[src/rtl/brush_stamper_pkg.sv]
// rtl/brush_stamper_pkg.sv - shared canvas size, color codes and stamper state encoding
package brush_stamper_pkg;

  localparam int CANVAS = 128;

  typedef enum logic [2:0] {
    COLOR_BLACK   = 3'd0,
    COLOR_RED     = 3'd1,
    COLOR_GREEN   = 3'd2,
    COLOR_BLUE    = 3'd3,
    COLOR_YELLOW  = 3'd4,
    COLOR_CYAN    = 3'd5,
    COLOR_MAGENTA = 3'd6,
    COLOR_WHITE   = 3'd7
  } color_t;

  typedef enum logic [2:0] {
    ST_IDLE,
    ST_SETUP,
    ST_PIX0,
    ST_PIX1,
    ST_DONE
  } stamp_state_t;

endpackage

[src/rtl/brush_stamper_clip.sv]
// rtl/brush_stamper_clip.sv - combinational clipping of a square stamp against the canvas
module stamp_clip #(
  parameter int CANVAS = 128
) (
  input  logic [7:0] cx,
  input  logic [7:0] cy,
  input  logic [2:0] r,
  input  logic       clear,
  output logic [7:0] x0,
  output logic [7:0] x1,
  output logic [7:0] y0,
  output logic [7:0] y1,
  output logic       empty
);

  localparam logic [8:0] LIMIT = 9'(CANVAS - 1);

  // 9-bit arithmetic: centre-minus-radius may go negative, centre-plus-radius may exceed 255
  function automatic logic [7:0] lo_clip(input logic [7:0] c, input logic [2:0] rr);
    logic [8:0] d;
    d = {1'b0, c} - {6'b0, rr};
    return d[8] ? 8'd0 : d[7:0];
  endfunction

  function automatic logic [7:0] hi_clip(input logic [7:0] c, input logic [2:0] rr);
    logic [8:0] s;
    s = {1'b0, c} + {6'b0, rr};
    return (s > LIMIT) ? LIMIT[7:0] : s[7:0];
  endfunction

  always_comb begin
    x0 = 8'd0;
    x1 = LIMIT[7:0];
    y0 = 8'd0;
    y1 = LIMIT[7:0];
    if (!clear) begin
      x0 = lo_clip(cx, r);
      x1 = hi_clip(cx, r);
      y0 = lo_clip(cy, r);
      y1 = hi_clip(cy, r);
    end
    empty = (x0 > x1) | (y0 > y1);
  end

endmodule

[src/rtl/brush_stamper.sv]
// rtl/brush_stamper.sv - expands stamp/clear commands into two-cycle single-pixel store writes
module brush_stamper
  import brush_stamper_pkg::*;
#(
  parameter int CANVAS = brush_stamper_pkg::CANVAS,
  parameter int HOLD   = 2
) (
  input  logic       clk,
  input  logic       reset,
  input  logic       cmd_valid,
  output logic       cmd_ready,
  input  logic       cmd_clear,
  input  logic [7:0] cmd_x,
  input  logic [7:0] cmd_y,
  input  logic [2:0] cmd_radius,
  input  logic [2:0] cmd_color,
  output logic [7:0] wx,
  output logic [7:0] wy,
  output logic [2:0] newColor,
  output logic       brush,
  output logic       busy,
  output logic       done
);

  if (HOLD != 2 || CANVAS > 128 || (CANVAS & (CANVAS - 1)) != 0) begin : g_param_check
    $error("brush_stamper: HOLD must be 2 and CANVAS a power of two <= 128");
  end

  stamp_state_t state;

  logic [7:0] cx, cy;
  logic [2:0] cr;
  logic       cclear;
  color_t     ccolor;

  logic [7:0] bx0, bx1, by1;
  logic [7:0] clip_x0, clip_x1, clip_y0, clip_y1;
  logic       clip_empty;

  stamp_clip #(.CANVAS(CANVAS)) u_clip (
    .cx    (cx),
    .cy    (cy),
    .r     (cr),
    .clear (cclear),
    .x0    (clip_x0),
    .x1    (clip_x1),
    .y0    (clip_y0),
    .y1    (clip_y1),
    .empty (clip_empty)
  );

  // Ready is decoded from state so a held command is taken the first IDLE cycle
  assign cmd_ready = reset & (state == ST_IDLE);

  always_ff @(posedge clk) begin
    if (!reset) begin
      state    <= ST_IDLE;
      brush    <= 1'b0;
      busy     <= 1'b0;
      done     <= 1'b0;
      wx       <= 8'd0;
      wy       <= 8'd0;
      newColor <= 3'd0;
      cx       <= 8'd0;
      cy       <= 8'd0;
      cr       <= 3'd0;
      cclear   <= 1'b0;
      ccolor   <= COLOR_BLACK;
      bx0      <= 8'd0;
      bx1      <= 8'd0;
      by1      <= 8'd0;
    end else begin
      case (state)
        ST_IDLE: begin
          if (cmd_valid) begin
            cx     <= cmd_x;
            cy     <= cmd_y;
            cr     <= cmd_radius;
            cclear <= cmd_clear;
            ccolor <= color_t'(cmd_color);
            busy   <= 1'b1;
            state  <= ST_SETUP;
          end
        end
        ST_SETUP: begin
          bx0 <= clip_x0;
          bx1 <= clip_x1;
          by1 <= clip_y1;
          if (clip_empty) begin
            done  <= 1'b1;
            state <= ST_DONE;
          end else begin
            wx       <= clip_x0;
            wy       <= clip_y0;
            newColor <= ccolor;
            brush    <= 1'b1;
            state    <= ST_PIX0;
          end
        end
        ST_PIX0: begin
          state <= ST_PIX1;
        end
        ST_PIX1: begin
          if (wx < bx1) begin
            wx    <= wx + 8'd1;
            state <= ST_PIX0;
          end else if (wy < by1) begin
            wx    <= bx0;
            wy    <= wy + 8'd1;
            state <= ST_PIX0;
          end else begin
            brush <= 1'b0;
            done  <= 1'b1;
            state <= ST_DONE;
          end
        end
        ST_DONE: begin
          done  <= 1'b0;
          busy  <= 1'b0;
          state <= ST_IDLE;
        end
        default: begin
          brush <= 1'b0;
          done  <= 1'b0;
          busy  <= 1'b0;
          state <= ST_IDLE;
        end
      endcase
    end
  end

endmodule
[config.mk]
export PLATFORM = sky130hd
export DESIGN_NAME = brush_stamper
export DESIGN_NICKNAME = d
export VERILOG_FILES = /design/src/rtl/brush_stamper_pkg.sv /design/src/rtl/brush_stamper_clip.sv /design/src/rtl/brush_stamper.sv
export SDC_FILE = /design/constraint.sdc
export NUM_CORES = 1
export LEC_CHECK = 0
export ABC_AREA = 1
export CAP_MARGIN = 20
export CORE_UTILIZATION = 42
export CTS_CLUSTER_SIZE = 10
export DETAILED_ROUTE_END_ITERATION = 12
export PLACE_DENSITY_LB_ADDON = 0.15
export SLEW_MARGIN = 20
export SYNTH_ARGS = -nofsm -noshare
export SYNTH_HDL_FRONTEND = slang
export SYNTH_SLANG_ARGS = --single-unit
[constraint.sdc]
create_clock -name clk -period 2.8 [get_ports clk]
set_input_delay 0.42 -clock clk [delete_from_list [all_inputs] [get_ports clk]]
set_output_delay 0.42 -clock clk [all_outputs]
set_load 0.01 [all_outputs]
# Word-level counts from Yosys, hierarchy flattened
# Index checks and enable logic that the tools add are counted.
# W data, S select, Z words.
word_totals:
  reg_bits: 72
  input_bits: 26
  output_inout_bits: 23
op_classes:
  n_addsub: 6
  n_lt_le_gt_ge: 6
  n_eq_ne: 11
  muxes: 31
  bitwise_logic: 6
  reduce_logical: 12
ops:
  columns: ["operator", "n"]
  rows:
  - ["$mux W8", 14]
  - ["$pmux W8 S2", 2]
  - ["$add A8 B3 Y9", 2]
  - ["$gt A9 B7 Y1 const B", 2]
  - ["$sub A8 B3 Y9", 2]
  - ["$add A8 B1 Y8 const B", 2]
  - ["$gt A8 B8 Y1", 2]
  - ["$lt A8 B8 Y1", 2]
  - ["$mux W3", 4]
  - ["$ne A2 B2 Y1 const B", 6]
  - ["$pmux W3 S4", 1]
  - ["$reduce_and A4 Y1", 3]
  - ["$mux W1", 7]
  - ["$eq A3 B2 Y1 const B", 2]
  - ["$pmux W1 S3", 2]
  - ["$reduce_and A2 Y1", 3]
  - ["$reduce_or A3 Y1", 2]
  - ["$not A1 Y1", 4]
  - ["$eq A3 B1 Y1 const B", 1]
  - ["$eq A3 B3 Y1 const B", 1]
  - ["$logic_not A3 Y1", 1]
  - ["$ne A3 B3 Y1 const B", 1]
  - ["$reduce_and A3 Y1", 1]
  - ["$pmux W1 S2", 1]
  - ["other kinds (4)", 4]

# Longest topological paths before layout
depth:
  word_depth: 8
  depth_mapped: 27
  ltp_nobuf: 27

# Modules after synthesis
# From an unflattened synthesis, not the netlist that was laid out.
hier_totals:
  cells_unflattened: 808
  hier_area_um2: 5220.0
by_module_without_submodules:
  columns: ["mod", "instances", "cells_per_inst", "area_per_inst_um2"]
  rows:
  - ["brush_stamper", 1, 496, 3519.6]
  - ["stamp_clip", 1, 312, 1700.4]

# Worst setup path after synthesis
# Ideal clock, no wire load.
synth_path:
  path_kind: "register to register"
  start: "register cr[0]"
  end: "register done"
  setup_ns: 0.120
  t_arrival_ns: 2.806
  path_slack_ns: -0.126
  stages_incl_launch_ff: 19
  period_less_slack_ns: 2.926
  path_cell_list: "dfxtp_1 ha_1 fa_1 a21oi_2 nor2_1 nand2_2 nor2_2 o21ai_2 nand3_2 nor2_2 ha_1 a21o_1 a21oi_1 nand2_1 nand2_1 nand3_2 buf_2 nand3b_1 a21oi_1"
synth_between:
  elab_chain_cells: 8
  word_cells_on_any_way: 19
  cone_classes: "add/sub: 4; order compare: 4; eq/ne: 1; mux: 8; bitwise: 1; reduce/logical: 1"
synth_lines:
  columns: ["item", "line", "source"]
  rows:
  - ["start, declared", "brush_stamper.sv:32", "logic [2:0] cr;"]
  - ["start signal, assigned", "brush_stamper.sv:78", "cr <= cmd_radius;"]
  - ["$add A8 B3 Y9", "brush_stamper_clip.sv:27", "s = {1'b0, c} + {6'b0, rr};"]
  - ["$gt A9 B7 Y1", "brush_stamper_clip.sv:28", "return (s > LIMIT) ? LIMIT[7:0] : s[7:0];"]
  - ["$mux W8", "brush_stamper_clip.sv:28", null]
  - ["$mux W8", "brush_stamper_clip.sv:36", "if (!clear) begin"]
  - ["$gt A8 B8 Y1", "brush_stamper_clip.sv:42", "empty = (x0 > x1) | (y0 > y1);"]
  - ["$or A1 B1 Y1 (*)", "brush_stamper_clip.sv:42", null]
  - ["$ne A2 B2 Y1 (no line) (*)", null, null]
  - ["$reduce_and A4 Y1 (no line) (*)", null, null]
  - ["end signal, assigned", "brush_stamper.sv:60", "done <= 1'b0;"]
  - ["end signal, assigned", "brush_stamper.sv:90", "done <= 1'b1;"]
  - ["end signal, assigned", "brush_stamper.sv:113", "done <= 1'b1;"]
  - ["end, declared", "brush_stamper.sv:22", "output logic done"]
# Every way passes the cells marked *; elsewhere a longest branch is shown, timed or not.
# A chain may end at the register's enable or synchronous reset.

# Worst setup path in the final report
layout_path:
  start: "register cr[0]"
  end: "register wy[3]"
layout_between:
  elab_chain_cells: 8
  word_cells_on_any_way: 21
  cone_classes: "add/sub: 4; order compare: 4; eq/ne: 1; mux: 10; bitwise: 1; reduce/logical: 1"
layout_lines:
  columns: ["item", "line", "source"]
  rows:
  - ["$add A8 B3 Y9", "brush_stamper_clip.sv:27", null]
  - ["$gt A9 B7 Y1", "brush_stamper_clip.sv:28", null]
  - ["$mux W8", "brush_stamper_clip.sv:28", null]
  - ["$mux W8", "brush_stamper_clip.sv:36", null]
  - ["$gt A8 B8 Y1", "brush_stamper_clip.sv:42", null]
  - ["$or A1 B1 Y1", "brush_stamper_clip.sv:42", null]
  - ["$ne A2 B2 Y1 (no line)", null, null]
  - ["$reduce_and A4 Y1 (no line)", null, null]
  - ["end signal, assigned", "brush_stamper.sv:94", "wy <= clip_y0;"]
  - ["end signal, assigned", "brush_stamper.sv:109", "wy <= wy + 8'd1;"]
  - ["end, declared", "brush_stamper.sv:18", "output logic [7:0] wy,"]
# Parallel ways exist; a longest one is shown, timed or not. The select of a mux whose other input is x is not followed.

==> run summary <==
Share of cells above drive strength 1: 22.9%
Non-Filler Instances: 1,006
Status: finished with violations
Maxcap violations: 0
Required @ worst endpoint: 3030 ps
Max-slew violations: 0
CORE AREA: 11,600 um^2
Residual DRC: 2
Count of cell types in the netlist: 45
Clock-pin slew on the worst setup and hold paths: 60 ps
Worst Max-Slew Pin Slew: 557 ps
Die X: 111 um
WP data arrival: 3340 ps
Clk Latency, worst-skew pair: 340 ps
Rows: 39
Pint: 3.59 mW
Flop-to-flop setup slack: -310 ps
Minimum clock period: 3110 ps
Drt first pass iters: 8
Vias per cell: 4.92
Reg2reg start: cr[0]$_SDFFE_PN0P_
Gpl congestion: 0.866
Yosys warnings: 0
Final wirelength: 13.0 mm
Synthesis-to-finish area growth: 36.0%
Clock power share: 21.3%
Ports: 49
Final WS setup: -309 ps
Vias in the first global route: 4,880
Starting Density: 43.5%
Final antenna-violating net count: 0
DR WL/cell: 12.9 um
Tcrit/Tclk final: 111%
FF+latch count, synth: 72
IO Port Bufs: 48
Hold_buf cts: 0
Final net count: 932
Initial antenna violation count: 0
Maximum clock path buffer count: 2
Fmax: 0.322 GHz
CP startpoint kind: flip-flop
EDFF count, synth: 0
Seq/Total Area, Yosys: 28.7%
FFs w/ async S/R, synth: 0%
Post-Synthesis Cell Area: 5030 um^2
Leading post-synthesis cells by cell area: dfxtp_1, ha_1, nand2_1, inv_1, nor2_1
CP endpoint kind: flip-flop
Worst R2R Path Depth: 20
Total number of vias: 4,954
Initial DRC Count: 185
Switching portion of total power: 41.2%
Largest net degree at the start of global routing: 62
Post-synth top flop: dfxtp_1
Number of antenna diodes: 0
R2r endpoint: wy[3]$_SDFFE_PN0P_
GRT Total Usage: 21.9%
Placed cells: 983
H-tree Lvls: 3
Worst hold start: busy$_SDFFE_PN0P_
Sink Count: 72
Worst Hold Class: reg -> reg
DIE AREA: 12,400 um^2
Syn avg cell area: 6.85 um^2
Setup-failing EPs final: 23
Die Y: 111 um
WS Path Type: reg -> reg
Sequential share of power: 24.0%
Share of the synthesized area in the top cell type: 28.7%
RSZ-0062 raised after global routing: yes
Relative slew slack: 62.8%
Total CTS buffers: 9
Count leader, synth: nand2_1
Failing checks: DRC, setup timing
Synth Instances: 734
WHS Path Cells: 2
Crit path max fanout: 7
Area leader, netlist: dfxtp_1
Pwr/cell area: 893 nW/um^2
Leak pwr: 3.27 nW
Hpwl dp: 9.61 mm
CTS tree: built
Fin. Hold Viols: 0
Top cells by count, synth: nand2_1, inv_1, nor2_1
Logic pwr share: 54.7%
Final design utilization: 59.1%
First-pass GRT wire length: 22.1 mm
Overflow after GRT: 0
Peak supply drop: 334 uV
Clock skew: 4.31 ps
CTS root buf: clkbuf_16
Hold Crit Endpoint: busy$_SDFFE_PN0P_
Switch Pwr: 2.52 mW
[area by class of cell]
cell class / count / area [um^2]
clock buffers: 12 / 267
well taps: 143 / 179
clock inverters: 4 / 75.1
repair buffers: 136 / 1160
inverters: 117 / 449
fillers: 1065 / 4730
multi-input cells: 522 / 3260
flip-flops and latches: 72 / 1450
[critical path, stage by stage (launching register included)]
cell	delay, ps
dfxtp_4	370
ha_4	160
fa_2	360
a21oi_2	170
nor2_1	60
nand2_2	90
nor2_4	50
o21ai_4	250
nand3_2	130
nor2_4	110
ha_1	260
a21o_1	180
a21oi_2	110
nand2_1	70
nand2_2	90
nand3_4	130
nand2_4	130
buf_6	110
nand2_2	50
nand2_1	80
nor2_1	50
[worst max path at each step]
stage | startpoint | to | slack (ps)
2_1_floorplan | cr[0]$_SDFFE_PN0P_ | done$_SDFFE_PN0P_ | 1
3_3_place_gp | cr[0]$_SDFFE_PN0P_ | wx[3]$_SDFFE_PN0P_ | -230
5_1_grt | cr[1]$_SDFFE_PN0P_ | wy[3]$_SDFFE_PN0P_ | -510
4_1_cts | cr[0]$_SDFFE_PN0P_ | wy[1]$_SDFFE_PN0P_ | -240
3_5_place_dp | cr[0]$_SDFFE_PN0P_ | wy[1]$_SDFFE_PN0P_ | -320
6_report | cr[0]$_SDFFE_PN0P_ | wy[3]$_SDFFE_PN0P_ | -310
[flip-flops by register name (all words and copies together) (netlist names)]
name,cells
cr,3
busy,1
wy,8
wx,8
newColor,3
brush,1
by1,8
cclear,1
bx1,8
cy,8
state,3
ccolor,3
cx,8
bx0,8
done,1
[cells by family after synthesis]
family | after synthesis | share of synthesized area [%]
buffers and inverters | 141 | 11.1
AO/OA/AOI/OAI | 132 | 14.4
XOR/XNOR | 18 | 3.14
flip-flops | 72 | 28.7
other | 1 | 0.0746
AND/OR/NAND/NOR | 322 | 30.0
adder cells (fa/ha/maj) | 48 | 12.5
[cell usage in the layout (no fill, tap or decap), types with 3 or more instances in the layout]
| master | netlist | layout |
|---|---|---|
| ha_1 | 44 | 36 |
| nor3_1 | 4 | 4 |
| buf_6 | 2 | 7 |
| xor2_1 | 12 | 12 |
| nand2_1 | 140 | 130 |
| a21oi_2 | 2 | 4 |
| clkbuf_8 | 0 | 3 |
| buf_4 | 0 | 81 |
| inv_1 | 106 | 101 |
| nand4_1 | 12 | 12 |
| nand3_2 | 3 | 5 |
| xnor2_1 | 6 | 6 |
| dfxtp_2 | 0 | 4 |
| nand2_2 | 4 | 13 |
| a21oi_1 | 57 | 55 |
| o21ai_1 | 2 | 3 |
| fa_2 | 0 | 3 |
| ha_4 | 0 | 6 |
| nor2_4 | 1 | 10 |
| clkbuf_16 | 0 | 9 |
| nor2_2 | 14 | 9 |
| dfxtp_1 | 72 | 67 |
| nand3_1 | 45 | 42 |
| nor2_1 | 81 | 77 |
| inv_2 | 10 | 12 |
| nand3b_1 | 3 | 3 |
| o21ai_0 | 57 | 56 |
| clkdlybuf4s50_1 | 0 | 47 |
| nand2_4 | 3 | 4 |
| a21o_1 | 3 | 3 |
[per-stage QoR]
step / setup slack (ps) / TNS, ps / total power [mW] / hold slack, ps / instance area, um^2
floorplan: 1.28 / 0 / 3.40 / 430 / 5060
global placement: -234 / -4650 / 4.50 / 437 / 6190
detailed placement: -321 / -6650 / 4.57 / 441 / 6190
CTS: -236 / -4510 / 5.99 / 449 / 6670
global route: -513 / -10630 / 6.62 / 480 / 6840
finish: -309 / -5810 / 6.11 / 447 / 6840
[metal layers]
metal  vias up  track usage (%)  wire [um]
met3        21             3.65        560
met1      2219             26.5       5890
met4         0             9.55        279
met2       113             38.0       6270
met5         -                0          0
li1       2601                -          -
[power by group through the flow]
stage	Clock, mW	Sequential, mW	Combinational, mW
global route	1.37	1.50	3.75
finish	1.30	1.47	3.34
CTS	1.32	1.46	3.21
global placement	0	1.47	3.04
detailed placement	0	1.47	3.10
floorplan	0	1.46	1.94
[what timing repair did]
item | in CTS | in global routing
pin swaps | 13 | 23
endpoints found under the setup margin | 23 | 23
setup buffers | 3 | 4
resized for setup | 27 | 34
No activity file was read; power rests on OpenSTA's default activity.
==> variant (same flow settings) <==
Reset style: asynchronous (`reset`), changed in one clocked block.
--- a/src/rtl/brush_stamper.sv
+++ b/src/rtl/brush_stamper.sv
@@ -54,3 +54,3 @@
 
-  always_ff @(posedge clk) begin
+  always_ff @(posedge clk or negedge reset) begin
     if (!reset) begin
Function: differs if reset is asserted again (counterexample within 4 cycles, from zero or initial values and one cycle with reset low); with reset held inactive, the same outputs for 10 cycles.
==> variant against the unedited design <==
- the flow finishes with violations (setup timing)
- total power grew 50%
- sequential cell count stayed put
- design area is 8.5% higher
- fmax increased by 0.41%
- area after synthesis is 3.0% higher
- via count up 2.3%
- setup slack improved by 0.013 ns
- wire length rose by 8.3%
- critical endpoint is now state[1]
- largest power group unchanged
==> variant: results (changes against the unedited design) <==
stage	metric	value	unit	change
status	status	finished with violations		
status	failed_checks	setup timing		
logic_synthesis	netlist_top_cells_count	225 x nand2_1, 97 x inv_1, 72 x dfrtp_1		
logic_synthesis	yosysUniqueCellTypes	34		-24%
placed_design	hpwlAfterDp	10.1	mm	+4.7%
worst_hold_path	hold_path_class	input pin to async pin		
logic_synthesis	yosys_warnings	0		unchanged
sta	layout_setup_ws	-0.296	ns	+0.0126 ns
clock_network	clkTransAtPathRegs	0.06	ns	about the same
logic_synthesis	yosysSeqAreaShare	0.348		+0.0612
route	route.met2.wl	6.81	mm	+8.6%
placed_design	gp_congestion	0.871		+0.54%
sta	fin_tns_setup	-6.30	ns	-0.496 ns
logic_synthesis	ys_top_cells_by_area	dfrtp_1 35%, nand2_1 16%, ha_1 11%		
logic_synthesis	syn_avg_cell_area	7.23	µm²	+5.6%
power	ir_drop	0.678	mV	+100%
worst_setup_path	r2r-start	cr[0]		
global_route	grt_pass1_vias	4768		-2.3%
route	drt_iter0_drc	216		+17%
power	leakage	3.85	nW	+18%
sta	setup_viol	24		+4.3%
route	maxUsedRoutingLayer	met4		
global_route	grt_pass1_wl	22.7	mm	+2.5%
final_layout	diodes	0		unchanged
final_layout	fill_cells	1059		-0.56%
route	via_per_inst	4.95		+0.60%
clock_network	clockBufferDepth	2		unchanged
route	wl_met1	6.62	mm	+12%
route	num_vias	5068		+2.3%
clock_network	clk_latency	0.35	ns	
route	wire_per_inst	13.8	µm	+6.5%
global_route	grt_util_all_layers	0.225		+0.00590
global_route	antenna_found_initial	0		unchanged
logic_synthesis	yosysTopAreaCellShare	0.348		+0.0612
worst_setup_path	cp-startpoint	cr[0]		
route	dr_wl_met3	423	µm	-24%
final_layout	layout-drive-gt1-share	0.282		+0.0525
sta	worst_clock_skew	0.00597	ns	+0.00166 ns
placed_design	dp_cells	977		-0.61%
power	switching_share	0.459		+0.0467
route	dr.pass1.iters	5		-3
logic_synthesis	async_flop_share	1.00		+1.00
final_layout	fin_nets	945		+1.4%
placed_design	numPortBuffers	48		unchanged
sta	worst-slew-pin-transition	0.750	ns	+0.192 ns
worst_setup_path	cp_max_fo	6		-1
global_route	grt_max_degree	42		-32%
clock_network	numCtsBuffers	9		unchanged
worst_setup_path	arrival	3.35	ns	about the same
-- variant: path summary, 6_finish.rpt --
kind                             to  slack, ns  cells after the start
setup reg to reg           state[1]      -0.30                     21
min in group clk             bx1[7]       0.47                      2
max in group asynchronous     cx[5]       1.75                      3
hold reg to reg              bx1[7]       0.47                      2
setup / recovery           state[1]      -0.30                     21
hold / removal                wy[0]       0.13                      2
-- variant: cell type report --
| type | instances | area (µm²) | share of cell area |
|---|---|---|---|
| tap | 147 | 184 | 0.0248 |
| multi-input combinational | 526 | 3410 | 0.460 |
| inverter | 101 | 384 | 0.0518 |
| clock buffer | 13 | 250 | 0.0337 |
| clock inverter | 3 | 17.5 | 0.00236 |
| sequential | 72 | 1810 | 0.243 |
| timing repair buffer | 161 | 1370 | 0.184 |
-- variant: worst max-delay path, stage by stage (launching register included) --
cell and delay, ns:
dfrtp_2 0.50, ha_4 0.20, fa_2 0.34, nand3_2 0.09, nand2_2 0.06, nand3_2 0.08
nand2_2 0.07, nand3_4 0.10, nand3_4 0.18, nor2_4 0.20, ha_4 0.23, nand2_2 0.06
inv_2 0.04, nand2_1 0.05, nand2_1 0.06, nand2_1 0.06, nand2_1 0.07, nand2_2 0.12
nand3_4 0.14, buf_4 0.18, buf_6 0.11, o311ai_4 0.06
-- variant: logic make-up (layout without fill, tap and decap cells) --
kind of cell               count (synthesis)  in the layout  share of synthesized area
and+or+nand+nor                          386            387                      0.326
buffers and inverters                    120            278                     0.0937
DFF                                       72             72                      0.348
AOI/OAI and AO/OA                         66             66                     0.0686
adders and majority gates                 48             48                      0.122
xor gates and xnor gates                  17             17                     0.0287
muxes                                      6              6                     0.0130
other                                      1              2                   0.000724
-- variant: routing by layer --
layer,vias to the layer above,GRT usage
met2,99,0.360
met1,2374,0.305
met4,0,0.0877
met3,16,0.0348
met5,-,0
li1,2579,-
-- variant: power groups by stage --
stage          Clock [mW]  Combinational [mW]  Sequential, mW
2_1_floorplan           0                3.06            1.89
3_3_place_gp            0                4.85            1.91
3_5_place_dp            0                4.94            1.92
4_1_cts              1.09                5.27            1.92
5_1_grt              1.13                6.80            2.05
6_report             1.08                6.11            1.98
-- variant: through the flow --
stage          worst slack [ns]  area (µm²)
4_1_cts                  -0.228        6920
3_5_place_dp             -0.367        6410
6_report                 -0.296        7420
5_1_grt                  -0.529        7420
3_3_place_gp             -0.306        6410
2_1_floorplan           0.00145        5220
-- variant: what timing repair did --
item / 4_1_cts / 5_1_grt
gates cloned: 2 / 0
resized for setup: 37 / 83
pin swaps: 22 / 39
setup endpoints to repair: 23 / 24
hold endpoints to repair: 0 / 0
setup buffers: 13 / 16
